`src/rtl/cs_pkg.sv`:
```
// Shared types and constants for the sequential chip-select decoder.
package cs_pkg;

    typedef enum logic [3:0] {
        BANK_RAM0 = 4'h0, BANK_RAM1 = 4'h1, BANK_RAM2 = 4'h2, BANK_RAM3 = 4'h3,
        BANK_ROM  = 4'h4, BANK_IO5  = 4'h5, BANK_RAM6 = 4'h6, BANK_RAM7 = 4'h7,
        BANK_FSB8 = 4'h8, BANK_IO9  = 4'h9, BANK_FSBA = 4'hA, BANK_IOB  = 4'hB,
        BANK_FSBC = 4'hC, BANK_IOD  = 4'hD, BANK_IOE  = 4'hE, BANK_IACK = 4'hF
    } bank_e;

    typedef enum logic [1:0] {
        ST_IDLE   = 2'd0,
        ST_ACTIVE = 2'd1,
        ST_TERM   = 2'd2
    } state_e;

    // Bit n set means bank n belongs to that bus domain.
    localparam logic [15:0] FCS_MASK  = 16'h15DF;
    localparam logic [15:0] IOCS_MASK = 16'hEA20;

    localparam logic [3:0] SND_HI_F = 4'hF;
    localparam logic [3:0] SND_HI_A = 4'hA;

    typedef struct packed {
        logic fcs;
        logic iocs;
        logic iacs;
        logic romcs;
        logic ramcs;
        logic vid;
        logic snd;
    } sel_t;

    localparam sel_t SEL_NONE = '0;

    function automatic logic is_snd_page(input logic [3:0] n2, input logic [3:0] n3);
        return ((n2 == SND_HI_F) && (n3 inside {4'hD, 4'hE, 4'hF})) ||
               ((n2 == SND_HI_A) && (n3 inside {4'h1, 4'h2, 4'h3}));
    endfunction

endpackage

```
`src/rtl/cs_bank_decode.sv`:
```
// Combinational map from bank/page nibbles, overlay state and write strobe to the select vector.
module cs_bank_decode
    import cs_pkg::*;
#(
    parameter logic [3:0] VID_PAGE = 4'hF
) (
    input  logic [3:0] bank_i,
    input  logic [3:0] page_i,
    input  logic [3:0] n2_i,
    input  logic [3:0] n3_i,
    input  logic       overlay_i,
    input  logic       nwe_i,
    output logic [6:0] sel_o
);

    bank_e bank;
    sel_t  sel;

    assign bank = bank_e'(bank_i);

    always_comb begin
        // NOTE: every field gets a value before any branch, so no latch can be inferred.
        sel       = SEL_NONE;
        sel.ramcs = ((bank inside {BANK_RAM0, BANK_RAM1, BANK_RAM2, BANK_RAM3}) && !overlay_i) ||
                    ((bank inside {BANK_RAM6, BANK_RAM7}) && overlay_i);
        sel.romcs = (bank == BANK_ROM) || ((bank == BANK_RAM0) && overlay_i);
        sel.fcs   = FCS_MASK[bank_i];
        sel.iacs  = (bank == BANK_IACK);
        sel.vid   = sel.ramcs && (bank inside {BANK_RAM3, BANK_RAM7}) && (page_i == VID_PAGE);
        sel.snd   = sel.vid && is_snd_page(n2_i, n3_i);
        // Video writes are also routed to the IOB so its shadow copy stays coherent.
        sel.iocs  = IOCS_MASK[bank_i] || (sel.vid && !nwe_i);
        sel_o     = sel;
    end

endmodule

```
`src/rtl/cs_decode_seq.sv`:
```
// Bus-cycle latched chip-select decoder with counted overlay release.
// Define CS_BERR_EN to add the bus-error watchdog driving nBERR_o.
module cs_decode_seq
    import cs_pkg::*;
#(
    parameter int         ADDR_W      = 24,
    parameter int         OVL_REL_CNT = 1,
    parameter logic [3:0] VID_PAGE    = 4'hF,
    parameter int         BERR_TMO    = 64
) (
    input  logic              CLK_i,
    input  logic              nRES_i,
    input  logic [ADDR_W-1:0] A_i,
    input  logic              nAS_i,
    input  logic              nWE_i,
    input  logic              nDTACK_i,
    output logic              FCS_o,
    output logic              IOCS_o,
    output logic              IACS_o,
    output logic              ROMCS_o,
    output logic              RAMCS_o,
    output logic              VidRAMCS_o,
    output logic              SndRAMCS_o,
    output logic              Overlay_o,
    output logic              nBERR_o
);

    localparam logic [3:0] REL_CNT = 4'(OVL_REL_CNT);

    state_e     state_q, state_d;
    sel_t       sel_q, sel_d;
    logic [3:0] bank_q, bank_d;
    logic [3:0] cnt_q, cnt_d;
    logic       overlay_q, overlay_d;
    logic [6:0] dec_sel;
    logic       unused_addr;

    assign unused_addr = ^A_i[ADDR_W-17:0];

    cs_bank_decode #(.VID_PAGE(VID_PAGE)) u_decode (
        .bank_i    (A_i[ADDR_W-1 -: 4]),
        .page_i    (A_i[ADDR_W-5 -: 4]),
        .n2_i      (A_i[ADDR_W-9 -: 4]),
        .n3_i      (A_i[ADDR_W-13 -: 4]),
        .overlay_i (overlay_q),
        .nwe_i     (nWE_i),
        .sel_o     (dec_sel)
    );

    always_comb begin
        state_d   = state_q;
        sel_d     = sel_q;
        bank_d    = bank_q;
        cnt_d     = cnt_q;
        overlay_d = overlay_q;
        case (state_q)
            ST_IDLE: if (!nAS_i) begin
                state_d = ST_ACTIVE;
                sel_d   = sel_t'(dec_sel);
                bank_d  = A_i[ADDR_W-1 -: 4];
            end
            ST_ACTIVE: if (nAS_i) begin
                state_d = ST_TERM;
                sel_d   = SEL_NONE;
                // Only completed ROM-bank cycles count; the counter parks at the release value.
                if ((bank_q == BANK_ROM) && (cnt_q != REL_CNT)) begin
                    cnt_d = cnt_q + 4'd1;
                    if (cnt_q + 4'd1 == REL_CNT) overlay_d = 1'b0;
                end
            end
            ST_TERM: state_d = ST_IDLE;
            default: begin
                state_d = ST_IDLE;
                sel_d   = SEL_NONE;
            end
        endcase
    end

    always_ff @(posedge CLK_i or negedge nRES_i) begin
        if (!nRES_i) begin
            state_q   <= ST_IDLE;
            sel_q     <= SEL_NONE;
            bank_q    <= '0;
            cnt_q     <= '0;
            overlay_q <= 1'b1;
        end else begin
            // NOTE: non-blocking updates so every register samples pre-edge values.
            state_q   <= state_d;
            sel_q     <= sel_d;
            bank_q    <= bank_d;
            cnt_q     <= cnt_d;
            overlay_q <= overlay_d;
        end
    end

`ifdef CS_BERR_EN
    localparam logic [7:0] TMO = 8'(BERR_TMO);

    logic [7:0] wd_q, wd_d;
    logic [1:0] age_q, age_d;
    logic       berr_q, berr_d;

    always_comb begin
        wd_d   = wd_q;
        age_d  = age_q;
        berr_d = berr_q;
        case (state_q)
            ST_IDLE: if (!nAS_i) begin
                wd_d   = '0;
                age_d  = '0;
                berr_d = 1'b0;
            end
            ST_ACTIVE: begin
                if (nAS_i) begin
                    berr_d = 1'b0;
                end else begin
                    if (nDTACK_i && (wd_q != 8'hFF)) wd_d = wd_q + 8'd1;
                    if (age_q != 2'd3) age_d = age_q + 2'd1;
                    if (wd_d >= TMO) berr_d = 1'b1;
                    if ((age_d == 2'd2) && !(sel_q.fcs || sel_q.iocs)) berr_d = 1'b1;
                end
            end
            default: berr_d = 1'b0;
        endcase
    end

    always_ff @(posedge CLK_i or negedge nRES_i) begin
        if (!nRES_i) begin
            wd_q   <= '0;
            age_q  <= '0;
            berr_q <= 1'b0;
        end else begin
            wd_q   <= wd_d;
            age_q  <= age_d;
            berr_q <= berr_d;
        end
    end

    assign nBERR_o = ~berr_q;
`else
    logic unused_cfg;
    assign unused_cfg = nDTACK_i ^ (^8'(BERR_TMO));
    assign nBERR_o    = 1'b1;
`endif

    assign FCS_o      = sel_q.fcs;
    assign IOCS_o     = sel_q.iocs;
    assign IACS_o     = sel_q.iacs;
    assign ROMCS_o    = sel_q.romcs;
    assign RAMCS_o    = sel_q.ramcs;
    assign VidRAMCS_o = sel_q.vid;
    assign SndRAMCS_o = sel_q.snd;
    assign Overlay_o  = overlay_q;

endmodule

```
`config.mk`:
```
export PLATFORM = sky130hd
export DESIGN_NAME = cs_decode_seq
export DESIGN_NICKNAME = d
export VERILOG_FILES = /design/src/rtl/cs_pkg.sv /design/src/rtl/cs_bank_decode.sv /design/src/rtl/cs_decode_seq.sv
export SDC_FILE = /design/constraint.sdc
export NUM_CORES = 1
export LEC_CHECK = 0
export CAP_MARGIN = 30
export CORE_MARGIN = 2
export CORE_UTILIZATION = 44
export DETAILED_ROUTE_END_ITERATION = 12
export PLACE_DENSITY = 0.76
export SETUP_SLACK_MARGIN = 0.4
export SLEW_MARGIN = 20
export SYNTH_ARGS = -nofsm -noshare
export SYNTH_HDL_FRONTEND = slang
export SYNTH_SLANG_ARGS = --single-unit
```
`constraint.sdc`:
```
create_clock -name CLK_i -period 1.8 [get_ports CLK_i]
set_input_delay 0.45 -clock CLK_i [delete_from_list [all_inputs] [get_ports CLK_i]]
set_output_delay 0.45 -clock CLK_i [all_outputs]
set_load 0.005 [all_outputs]
```
# Word-level counts from Yosys, hierarchy flattened
# Memory sizes are Yosys's and may differ from the RTL's.
# Index checks and enable logic that the tools add are counted.
# totals
romBits	32
wordCells	76
input_bits	29
out_inout_bits	9
register_bits	18
memories	2
# mem_list
name	depth	word_bits	rd	rd_clocked_by_memory_dff	write_ports	line_no	source
(name not given)	16	1	1	0	0	cs_bank_decode.sv:32	sel.iocs = IOCS_MASK[bank_i] || (sel.vid && !nwe_i);
(name not given)	16	1	1	0	0	cs_bank_decode.sv:27	sel.fcs = FCS_MASK[bank_i];
# op_classes
bitwise_logic	2
order_cmp	1
muxes	8
reduce_logical	28
add_sub_neg	1
n_eq_ne	23
# ops
cell	count
4-bit == test, second input constant	7
7-bit case mux with 3 select lines	1
4-bit by 2-bit == test with 1-bit output, second input constant	4
4-bit by 3-bit == test with 1-bit output, second input constant	4
7-bit 2-to-1 mux	2
4-bit by 1-bit == test with 1-bit output, second input constant	3
1-bit logical AND	10
3-bit AND reduction	2
3-bit nonzero test	2
4-bit by 5-bit less-than comparator with 1-bit output, second input constant	1
4-bit by 1-bit adder with 4-bit output, second input constant	1
4-bit logical NOT	1
1-bit logical OR	4
2-bit 2-to-1 mux	2
2-bit inequality test, second input constant	2
4-bit by 1-bit inequality test with 1-bit output, second input constant	1
2-bit case mux with 2 select lines	1
2-bit AND reduction	2
4-bit AND reduction	1
2-bit nonzero test	2
4-bit nonzero test	1
2-bit by 1-bit == test with 1-bit output, second input constant	1
2-bit == test, second input constant	1
1-bit logical NOT	2
3 further kinds	5

# Depth between registers and ports, before layout
# Gate-level depths: netlist of the first run.
# logic_depth
word_depth	10
mapped_depth	5
ltp_nobuf	5

# Modules after synthesis
# Synthesis of the first run repeated with hierarchy kept, for this count alone.
# unflattened
cells_unflattened	91
area_unflattened_um2	999.7
# by_module_without_submodules
mod	n_inst	area_per_inst_um2	cells_each	seq_area_each_um2
cs_decode_seq	1	872.1	71	451.7
cs_bank_decode	1	127.6	20	0.0

# Worst setup path before layout of the first run
# No wires, ideal clock.
# synth_path
path_type	reg2reg
start	reg cnt_q[1]
end	reg cnt_q[1]
path_stages_with_launch	6
path_buffers	0
setup_slack_ps	309
required_ps	1673
synth_period_minus_slack_ps	1491
arrival_ps	1364
cell_sequence	dfrtp_1 inv_1 ha_1 or3b_1 nand3_2 mux2_1
# synth_via
elab_chain_len	3
elab_cells_between_ends	4
classes_between	1 x add/sub; 1 x eq/ne; 2 x reduce/logical
# synth_rtl
item	line_no	source
start, declared	cs_decode_seq.sv:33	logic [3:0] cnt_q, cnt_d;
start signal, assigned	cs_decode_seq.sv:91	cnt_q <= cnt_d;
branches (longest 3 deep; another with 4-bit by 1-bit adder with 4-bit output)	--	
# Parallel ways; which one is timed is not known.
# A chain may end at the register's enable or synchronous reset.

# Worst setup path in the final report of the first run
# Ends and elaborated chain as after synthesis.

==> qor.tcl, run 1 <==
set qor(worstSkewPairLatency_ns) 0.29
set qor(grtUsageTotal_pct) 22.17
set qor(critPathCaptureType) {flop}
set qor(drv.max_cap_violation_count) 0
set qor(diodes) 0
set qor(postRouteWirelength_mm) 2.820
set qor(worst_ep_required_time_ns) 1.99
set qor(grt_antenna_before_repair) 0
set qor(synth_flop_cell) {dfrtp_1}
set qor(postSynthCellCount) 93
set qor(flop_to_flop_setup_slack_ns) 0.28
set qor(grt_max_degree) 11
set qor(detail-route-antenna-nets) 0
set qor(post-route-min-period_ns) 1.517
set qor(crit_chain) {inv_2 > ha_4 > or3b_4 > nand3_4 > mux2_4}
set qor(crit-reg2reg-capture) {cnt_q[1]}
set qor(tritoncts.num_buffers) 3
set qor(die_area_um2) 2802
set qor(syn_to_final_growth_pct) 61.16
set qor(hp-class) {in2async}
set qor(drv_slew) 0
set qor(portBuffers) 27
set qor(timing.critical_path.max_delay_family) {simple AND/OR/NAND/NOR gates}
set qor(worst_clock_skew_ns) 0.01306
set qor(crit_path_start) {cnt_q[1]}
set qor(drive_above_1_share_pct) 46.41
set qor(cts_hold_repair.buffers) 0
set qor(ff2ff_path_depth) 5
set qor(timing.critical_path.from_type) {flop}
set qor(tritoncts) {built}
set qor(drt_first_iter_violations) 15
set qor(detail_route.drc_violations) 0
set qor(first_pass_grt_wire_length_mm) 4.443
set qor(grt_overflow) 0
set qor(synthesis.nets) 125
set qor(clock_sink_count) 18
set qor(p_sw_uw) 368.5
set qor(count_of_boundary_i_o_pins) 38
set qor(vias) 986
set qor(critPathSlowestCell) {dfrtp_1}
set qor(core_um2) 2233
set qor(final_area_um2) 1698
set qor(setup_repair_after_global_routing_missed_its_margin) {yes}
set qor(ys_seq_elements) 18
set qor(route.detailed.wl_per_inst_um) 15.58
set qor(timing.critical_path.depth) 5
set qor(cp.buffers_inverters) 1
set qor(cts.root.buffer_cell) {clkbuf_4}
set qor(clkTransAtPathRegs_ns) 0.11
set qor(endpoint) {cnt_q[1]}
set qor(seq_area_frac_synth_pct) 42.87
set qor(htree_levels) 1
set qor(design.final.nets) 186
set qor(die_width_um) 52.93
set qor(dpl-instance-area_um2) 1440
set qor(worst_slack_on_hold_paths_ns) 0.4572
set qor(finalSetupViolations) 0
set qor(synthesis.area_per_instance_um2) 11.33
set qor(timing.fmax_mhz) 659.0
set qor(avgViaCountPerCell) 5.448
set qor(die_y_um) 52.93
set qor(cellPowerDensity_nw_per_um2) 732.3
set qor(finalHoldViolCount) 0
set qor(floorplan.initialDensity_pct) 47.17
set qor(setup.worst_path.class) {reg2reg}
set qor(yosysWarningCount) 0
set qor(synth-async-reset-ratio_pct) 100.0
set qor(layout.filler_cells) 153
set qor(period_share_pct) 84.30
set qor(power.share.sequential_pct) 40.8
set qor(combinationalPowerShare_pct) 39.3
set qor(place.gp.congestion) 0.8863
set qor(floorplan.rows) 17
set qor(status) {complete, no violations}
set qor(timing.setup.tns_ns) 0
set qor(vdd_ir_drop_max_mv) 0.7204
set qor(drt_pre_antenna_iters) 4
set qor(synthesis.area_um2) 1054
set qor(dp.final_hpwl_mm) 1.919
set qor(ys_types) 45
set qor(number_of_synthesized_flops_with_an_enable_pin) 0
set qor(number_of_global_route_vias_before_repair) 1002
set qor(cpPeakStageDelay_ns) 0.42
set qor(p_int_uw) 874.9
set qor(startpoint_of_the_lowest_slack_register_to_register_path) {cnt_q[1]}
set qor(cp_arrival_ns) 1.71
set qor(cts.path.max_buffers) 2
set qor(power.share.switching_pct) 29.64
set qor(worst-path-max-fanout) 2
set qor(post-route-util_pct) 76.02
set qor(total_leakage_power_uw) 0.0007777
set qor(p_clk_share_pct) 19.9
[power groups by stage]
stage / combinational, uW / sequential, uW / clock, uW
6_report: 489 / 507 / 248
4_1_cts: 414 / 506 / 255
3_5_place_dp: 323 / 522 / 0
3_3_place_gp: 311 / 516 / 0
5_1_grt: 533 / 514 / 276
2_1_floorplan: 192 / 508 / 0
[cell families after synthesis]
logic type               after synthesis  share of synthesized area (%)
XOR/XNOR                               4                          3.326
other                                  1                         0.3560
AO/OA/AOI/OAI                         20                          14.73
multiplexers                           6                          8.195
adder cells (fa/ha/maj)                4                          4.632
buffers and inverters                  9                          5.343
flip-flops                            18                          42.87
AND/OR/NAND/NOR                       31                          20.55
[cell usage after synthesis, drive strengths merged, types with 2 or more instances]
cell / instances / share of area [%]
mux2: 6 / 8.2
o31a: 2 / 1.7
inv: 4 / 1.4
ha: 3 / 3.6
nor2: 3 / 1.1
dfrtp: 17 / 40
a22oi: 2 / 1.4
buf: 4 / 3.6
a21oi: 3 / 1.4
o21ai: 5 / 2.4
nand3: 7 / 3.8
or3: 2 / 1.2
and4b: 2 / 1.9
and2: 3 / 1.8
xnor2: 3 / 2.5
nand2: 3 / 1.1
nor4b: 2 / 3.7
[registers in the layout, indices dropped and copies added (netlist names)]
name / count
ROMCS_o: 1
cnt_q: 4
VidRAMCS_o: 1
RAMCS_o: 1
SndRAMCS_o: 1
bank_q: 4
state_q: 2
IOCS_o: 1
Overlay_o: 1
IACS_o: 1
FCS_o: 1
[placed cells by master, fill, tap and decap left out, drive strengths merged, types with 2 or more instances in the layout]
master and n:
buf 34, dfrtp 17, clkdlybuf4s50 14, clkbuf 10
nand3 7, mux2 6, o21ai 5, clkdlybuf4s15 4
inv 4, a21oi 3, nand2 3, nor2 3
xnor2 3, dlygate4sd2 3, and2 3, ha 3
nor4b 2, o31a 2, or3 2, a22oi 2
and4b 2
[cell type report]
cell class / count / area (um^2) / area share [%]
clock buffers: 4 / 36.28 / 2.137
inverters: 4 / 17.52 / 1.032
multi-input cells: 66 / 630.6 / 37.14
flip-flops and latches: 18 / 452.9 / 26.68
well taps: 28 / 35.03 / 2.063
repair buffers: 61 / 525.5 / 30.95
[how the worst min path moves through the flow]
stage | from | end | slack [ns] | cells after the start
6_report | nRES_i | RAMCS_o | 0.46 | 1
5_1_grt | nRES_i | RAMCS_o | 0.46 | 1
4_1_cts | nRES_i | RAMCS_o | 0.46 | 1
3_5_place_dp | Overlay_o | Overlay_o | 0.49 | 1
3_3_place_gp | SndRAMCS_o | SndRAMCS_o | 0.49 | 2
2_1_floorplan | nRES_i | FCS_o | 0.15 | 0
[routing by layer]
layer / track usage [%] / part of all wire, % / vias to the layer above
met3: 6.215 / 3.9 / 2
met5: 0 / 0 / -
met1: 26.30 / 43 / 498
li1: - / - / 461
met4: 5.556 / 0.50 / 0
met2: 39.17 / 52 / 25
[timing repair]
item / CTS / global route
gates resized for setup: 33 / 22
gates cloned: 0 / 0
hold endpoints to repair: 0 / 0
buffers inserted: 11 / 7
pin swaps: 5 / 6
setup endpoints to repair: 24 / 20
[through the flow]
stage               instances  setup slack (ns)  total power, uW
finish                    181            0.2826             1243
global route              181            0.2398             1323
CTS                       174            0.2645             1175
detailed placement        159           -0.2467            844.6
global placement          159           -0.1546            827.3
floorplan                  93            0.3219            699.8
(Power assumes the default switching activity.)
==> inputs of run 2 (changes only) <==
Settings changed: CORE_UTILIZATION 44 to 39, PLACE_DENSITY 0.76 to 0.71.
Clock period 1.8 ns to 1.3 ns, I/O delays scaled along.
==> qor.tcl, run 2 (synthesis gave the netlist of run 1 again) <==
set qor(floorplan.rows) 18 ;# +1
set qor(largestRegisters) {bank_q (4), cnt_q (4), state_q (2)}
set qor(postRouteWirelength_mm) 2.998 ;# +6.3%
set qor(dp.final_hpwl_mm) 1.949 ;# +1.6%
set qor(floorplan.initialDensity_pct) 41.77 ;# -5.4 points
set qor(portBuffers) 27 ;# unchanged
set qor(vdd_ir_drop_max_mv) 0.7536 ;# +4.6%
set qor(startpoint_of_the_lowest_slack_register_to_register_path) {cnt_q[1]}
set qor(timing.critical_path.from_type) {flop}
set qor(final_common_cell) {buf_4}
set qor(grt_overflow) 0 ;# unchanged
set qor(tritoncts) {built}
set qor(syn_to_final_growth_pct) 72.21
set qor(timing.fmax_mhz) 675.1 ;# +2.4%
set qor(violations_in_the_final_reports) {negative setup slack}
set qor(cp_arrival_ns) 1.68 ;# -0.03 ns
set qor(crit_chain) {inv_2 > ha_4 > or3b_4 > nand3_4 > mux2_4}
set qor(worst_ep_required_time_ns) 1.49 ;# -0.50 ns
set qor(setup.worst_path.class) {reg2reg}
set qor(dpl-instance-area_um2) 1553 ;# +7.8%
set qor(finalHoldViolCount) 0 ;# unchanged
set qor(critPathCaptureType) {flop}
set qor(worst_clock_skew_ns) 0.008730 ;# -0.004327 ns
set qor(vias) 1010 ;# +2.4%
set qor(final-instance-count-excl-fill) 194 ;# +7.2%
set qor(grtUsageTotal_pct) 20.19 ;# -2.0 points
set qor(design.final.nets) 197 ;# +5.9%
set qor(count_of_boundary_i_o_pins) 38 ;# unchanged
set qor(detail_route.drc_violations) 0 ;# unchanged
set qor(cts_hold_repair.buffers) 0 ;# unchanged
set qor(worst-path-max-fanout) 2 ;# unchanged
set qor(cellPowerDensity_nw_per_um2) 1009 ;# +38%
set qor(die_width_um) 55.98 ;# +5.8%
set qor(place.gp.congestion) 0.7613 ;# -14%
set qor(final_area_um2) 1814 ;# +6.9%
set qor(hp-class) {in2async}
set qor(grt_max_degree) 14 ;# +3
set qor(worstSkewPairLatency_ns) 0.30 ;# about the same
set qor(grt_antenna_before_repair) 0 ;# unchanged
set qor(htree_levels) 1 ;# unchanged
set qor(post-route-min-period_ns) 1.481 ;# -0.03601 ns
set qor(post-route-util_pct) 71.92 ;# -4.1 points
set qor(total_leakage_power_uw) 0.0008456 ;# +8.7%
set qor(worst_slack_on_hold_paths_ns) 0.3094 ;# -0.1477 ns
set qor(cts.root.buffer_cell) {clkbuf_4}
set qor(avgViaCountPerCell) 5.206 ;# -4.4%
set qor(drv_slew) 0 ;# unchanged
set qor(flop_to_flop_setup_slack_ns) -0.18 ;# -0.46 ns
set qor(clkTransAtPathRegs_ns) 0.10 ;# about the same
set qor(status) {finished, violations left}
set qor(layout.cells.most_common_list) {37 x buf_4, 16 x dfrtp_1, 14 x clkdlybuf4s50_1, 8 x buf_2, 8 x buf_6}
set qor(pre_cts_slack_ns) -0.5213 ;# -0.2746 ns
set qor(cts.path.max_buffers) 2 ;# unchanged
set qor(clock_sink_count) 18 ;# unchanged
set qor(crit-reg2reg-capture) {cnt_q[1]}
set qor(core_um2) 2522 ;# +13%
set qor(route.detailed.wl_per_inst_um) 15.45 ;# -0.81%
set qor(cpPeakStageDelay_ns) 0.40 ;# -0.02 ns
set qor(die_y_um) 55.98 ;# +5.8%
set qor(finalSetupViolations) 11 ;# +11
set qor(die_area_um2) 3133 ;# +12%
set qor(tritoncts.num_buffers) 3 ;# unchanged
set qor(first_pass_grt_wire_length_mm) 4.926 ;# +11%
set qor(setup_repair_after_global_routing_missed_its_margin) {yes}
set qor(drv.max_cap_violation_count) 0 ;# unchanged
set qor(number_of_global_route_vias_before_repair) 1014 ;# +1.2%
set qor(ff2ff_path_depth) 5 ;# unchanged
set qor(detail-route-antenna-nets) 0 ;# unchanged
set qor(period_share_pct) 114.0 ;# +30 points
set qor(drt_first_iter_violations) 31 ;# +16
set qor(drt_pre_antenna_iters) 4 ;# unchanged
set qor(diodes) 0 ;# unchanged
set qor(postLayoutSetupSlackWorst_ns) -0.1814 ;# -0.4640 ns
set qor(critPathSlowestCell) {dfrtp_1}
set qor(placedCellCount) 172 ;# +8.2%
set qor(drive_above_1_share_pct) 56.10 ;# +9.7 points
[run 2: metal layers]
| metal | vias to the layer above | track usage (%) | part of all wire [%] |
|---|---|---|---|
| li1 | 486 | - | - |
| met1 | 483 | 26.47 | 43 |
| met2 | 33 | 30.92 | 49 |
| met3 | 8 | 5.581 | 5.8 |
| met4 | 0 | 9.184 | 2.6 |
| met5 | - | 0 | 0 |
[run 2: worst max-delay path by stage]
| stage | from | to |
|---|---|---|
| finish | cnt_q[1] | cnt_q[1] |
| global route | cnt_q[1] | cnt_q[1] |
| CTS | cnt_q[1] | cnt_q[1] |
| detailed placement | nAS_i | bank_q[0] |
| global placement | nAS_i | bank_q[0] |
| floorplan | cnt_q[1] | cnt_q[1] |
[run 2: critical path, delay by kind of cell, from the launching register on]
kind	cells	cell delay, ns
adders and majority gates	1	0.13
buffers and inverters	1	0.08
DFF	1	0.40
muxes	1	0.29
and+or+nand+nor	2	0.47
[run 2: what timing repair did]
action                                  CTS  global route
resized for setup                        62             8
pin swaps                                 7             7
buffers inserted                         12             6
endpoints found under the setup margin   25            26
hold endpoints to repair                  0             0
[run 2: area by class of cell]
class | instances | area (um^2)
clock buffers | 4 | 36.28
fillers | 177 | 708.2
inverters | 4 | 20.02
multi-input cells | 66 | 671.9
flip-flops and latches | 18 | 452.9
well taps | 30 | 37.54
repair buffers | 72 | 595.6
[run 2: per-stage QoR]
stage | power [uW] | setup TNS (ns)
floorplan | 978.9 | -0.1781
global placement | 1234 | -6.657
detailed placement | 1256 | -6.958
CTS | 1741 | -0.5541
global route | 1933 | -1.262
finish | 1830 | -0.7007
[run 2: where the power goes]
group	internal, uW	switching [uW]
clock network	171	190
logic	455	321
registers	632	61.3
total	1260	572
==> inputs of run 3 (changes only) <==
Settings changed: PLACE_DENSITY 0.71 to 0.72, RECOVER_POWER set to 25, SYNTH_HIERARCHICAL set to 1.
==> qor.tcl, run 3 <==
set qor(final_common_cell) {buf_4}
set qor(timing.critical_path.max_delay_family) {flip-flops}
set qor(synth_top_cell_area_share_pct) 42.55 ;# +2.2 points
set qor(portBuffers) 27 ;# unchanged
set qor(finalSetupViolations) 13 ;# +2
set qor(floorplan.initialDensity_pct) 40.72 ;# -1.0 points
set qor(drt_first_iter_violations) 18 ;# -42%
set qor(timing.critical_path.from_type) {flop}
set qor(flop_to_flop_setup_slack_ns) -0.26 ;# -0.08 ns
set qor(floorplan.rows) 18 ;# unchanged
set qor(ys_seq_elements) 18 ;# unchanged
set qor(p_int_uw) 913.6 ;# -27%
set qor(total_leakage_power_uw) 0.0007915 ;# -6.4%
set qor(route.detailed.wl_per_inst_um) 15.31 ;# -0.92%
set qor(synthesis.nets) 123 ;# -1.6%
set qor(drt_pre_antenna_iters) 4 ;# unchanged
set qor(detail_route.drc_violations) 0 ;# unchanged
set qor(final_area_um2) 1689 ;# -6.9%
set qor(clkTransAtPathRegs_ns) 0.11 ;# about the same
set qor(vdd_ir_drop_max_mv) 0.7462 ;# -0.98%
set qor(crit_path_start) {Overlay_o}
set qor(finalHoldViolCount) 0 ;# unchanged
set qor(grtUsageTotal_pct) 20.23 ;# +0.035 points
set qor(htree_levels) 1 ;# unchanged
set qor(hp-class) {in2reg}
set qor(grt_max_degree) 19 ;# +5
set qor(post-route-util_pct) 68.81 ;# -3.1 points
set qor(postLayoutSetupSlackWorst_ns) -0.2616 ;# -0.08021 ns
set qor(count_of_boundary_i_o_pins) 38 ;# unchanged
set qor(hold_path.startpoint) {A_i[20]}
set qor(tritoncts.num_buffers) 3 ;# unchanged
set qor(worst_clock_skew_ns) 0.01380 ;# +0.005067 ns
set qor(layout.cells.most_common_list) {24 x buf_4, 17 x dfrtp_1, 13 x clkdlybuf4s50_1, 8 x o21ai_1}
set qor(die_y_um) 54.63 ;# -2.4%
set qor(place.gp.congestion) 0.8764 ;# +15%
set qor(number_of_synthesized_flops_with_an_enable_pin) 0 ;# unchanged
set qor(setup.worst_path.class) {reg2reg}
set qor(grt_overflow) 0 ;# unchanged
set qor(worst_hold_path.num_cells) 3
set qor(die_area_um2) 2984 ;# -4.7%
set qor(cpPeakStageDelay_ns) 0.55 ;# +0.15 ns
set qor(startpoint_of_the_lowest_slack_register_to_register_path) {Overlay_o}
set qor(worst_ep_required_time_ns) 1.50 ;# about the same
set qor(diodes) 0 ;# unchanged
set qor(dpl-instance-area_um2) 1490 ;# -4.0%
set qor(combinationalPowerShare_pct) 25.0 ;# -17 points
set qor(synth_area_leader_cell) {dfrtp_1}
set qor(worst-path-max-fanout) 3 ;# +1
set qor(postRouteWirelength_mm) 2.802 ;# -6.5%
set qor(cts.root.buffer_cell) {clkbuf_4}
set qor(violations_in_the_final_reports) {negative setup slack}
set qor(ys_types) 33 ;# -27%
set qor(worstSkewPairLatency_ns) 0.30 ;# about the same
set qor(total_power_uw) 1244 ;# -32%
set qor(vias) 927 ;# -8.2%
set qor(cts.path.max_buffers) 2 ;# unchanged
set qor(cellPowerDensity_nw_per_um2) 736.6 ;# -27%
set qor(postSynthCellCount) 91 ;# -2.2%
set qor(syn_to_final_growth_pct) 68.96
set qor(drv.max_cap_violation_count) 0 ;# unchanged
set qor(yosysWarningCount) 6 ;# +6
set qor(grt_antenna_before_repair) 0 ;# unchanged
set qor(synthesis.area_per_instance_um2) 10.99 ;# -3.0%
set qor(number_of_global_route_vias_before_repair) 957 ;# -5.6%
set qor(critPathCaptureType) {flop}
set qor(pre_cts_slack_ns) -0.5221 ;# -0.0008000 ns
set qor(min_delay_worst_endpoint) {bank_q[0]}
set qor(synth_top_cells_by_count) {17 x dfrtp_1, 8 x nand3_1, 8 x o21ai_0}
set qor(setup_repair_after_global_routing_missed_its_margin) {yes}
set qor(die_width_um) 54.63 ;# -2.4%
set qor(crit-reg2reg-capture) {VidRAMCS_o}
set qor(first_pass_grt_wire_length_mm) 4.112 ;# -17%
set qor(drv_slew) 0 ;# unchanged
set qor(largestRegisters) {bank_q (4), cnt_q (4), state_q (2)}
set qor(cp.buffers_inverters) 3 ;# +2
set qor(synth_flop_cell) {dfrtp_1}
set qor(most_used_standard_cell_by_instance_count_after_synthesis) {dfrtp_1}
set qor(power.share.sequential_pct) 51.2 ;# +13 points
set qor(seq_area_frac_synth_pct) 45.18 ;# +2.3 points
set qor(design.final.nets) 186 ;# -5.6%
set qor(synth-async-reset-ratio_pct) 100.0 ;# unchanged
set qor(status) {finished, violations left}
set qor(dp.final_hpwl_mm) 1.839 ;# -5.6%
set qor(power.share.switching_pct) 26.57 ;# -4.7 points
set qor(period_share_pct) 120.1 ;# +6.2 points
set qor(detail-route-antenna-nets) 0 ;# unchanged
set qor(critPathSlowestCell) {dfstp_2}
set qor(tritoncts) {built}
set qor(clock_sink_count) 18 ;# unchanged
set qor(drive_above_1_share_pct) 45.10 ;# -11 points
set qor(ff2ff_path_depth) 7 ;# +2
set qor(core_um2) 2455 ;# -2.7%
set qor(cp_arrival_ns) 1.76 ;# +0.08 ns
set qor(p_clk_share_pct) 23.8 ;# +4.1 points
set qor(cell_types_occupying_the_most_area_after_synthesis) {dfrtp_1 43%, mux2i_1 7.0%, mux2_2 4.5%}
set qor(avgViaCountPerCell) 5.066 ;# -2.7%
set qor(synthesis.area_um2) 999.7 ;# -5.1%
set qor(p_sw_uw) 330.5 ;# -42%
set qor(timing.setup.tns_ns) -1.649 ;# -0.9480 ns
set qor(timing.fmax_mhz) 640.4 ;# -5.1%
set qor(post-route-min-period_ns) 1.562 ;# +0.08022 ns
set qor(crit_chain) {buf_6 > nor2_4 > o211ai_1 > buf_4 > inv_2 > mux2i_1 > o21ai_1}
==> run 3: area by class of cell <==
type                       instances  area (um^2)
timing repair buffer              61        540.5
inverter                           5        18.77
multi-input combinational         65        614.3
sequential                        18        451.7
clock buffer                       4        26.28
fill                             186        765.7
tap                               30        37.54
==> run 3: routing by layer <==
metal  global-route usage, %  vias to the layer above  part of all wire [%]
met4                   11.67                        0                   1.9
met5                       0                        -                     0
met2                   34.13                       20                    51
met3                   4.645                        6                   4.7
met1                   23.20                      444                    42
li1                        -                      457                     -
==> run 3: cell families after synthesis <==
kind of cell | after synthesis | synth area share (%)
buffers and inverters | 8 | 3.754
multiplexers | 12 | 13.02
adder cells (fa/ha/maj) | 3 | 3.755
other | 1 | 0.3751
AO/OA/AOI/OAI | 15 | 10.26
AND/OR/NAND/NOR | 31 | 21.03
XOR/XNOR | 3 | 2.629
flip-flops | 18 | 45.18
==> run 3: worst max-delay path by stage <==
stage,to,slack (ns),cells after the start
4_1_cts,IOCS_o,-0.22,6
3_3_place_gp,IOCS_o,-0.46,6
3_5_place_dp,IOCS_o,-0.52,6
2_1_floorplan,cnt_q[1],-0.22,5
6_report,VidRAMCS_o,-0.26,7
5_1_grt,IOCS_o,-0.31,6
==> run 3: worst reg2reg max path, cell delays in order, from the launching register on <==
cell,delay [ns]
dfstp_2,0.55
buf_6,0.11
nor2_4,0.03
o211ai_1,0.33
buf_4,0.19
inv_2,0.03
mux2i_1,0.16
o21ai_1,0.08
==> run 3: power groups by stage <==
| stage | clock [uW] | sequential (uW) | combinational [uW] |
|---|---|---|---|
| 3_3_place_gp | 0 | 649 | 273 |
| 3_5_place_dp | 0 | 651 | 278 |
| 4_1_cts | 308 | 637 | 292 |
| 2_1_floorplan | 0 | 646 | 118 |
| 5_1_grt | 331 | 642 | 334 |
| 6_report | 297 | 636 | 311 |
==> run 3: timing repair <==
action / in CTS / in global routing
gates resized for setup: 45 / 12
endpoints found under the hold margin: 0 / 0
pin swaps: 11 / 8
hold buffers: 0 / 0
setup buffers: 11 / 2
gates cloned: 0 / 1
endpoints found under the setup margin: 26 / 24
==> run 3: through the flow <==
stage / cells / hold WS (ns)
floorplan: 91 / 0.02941
global placement: 165 / 0.4611
detailed placement: 165 / 0.4639
CTS: 180 / 0.3360
global route: 183 / 0.4553
finish: 183 / 0.4488
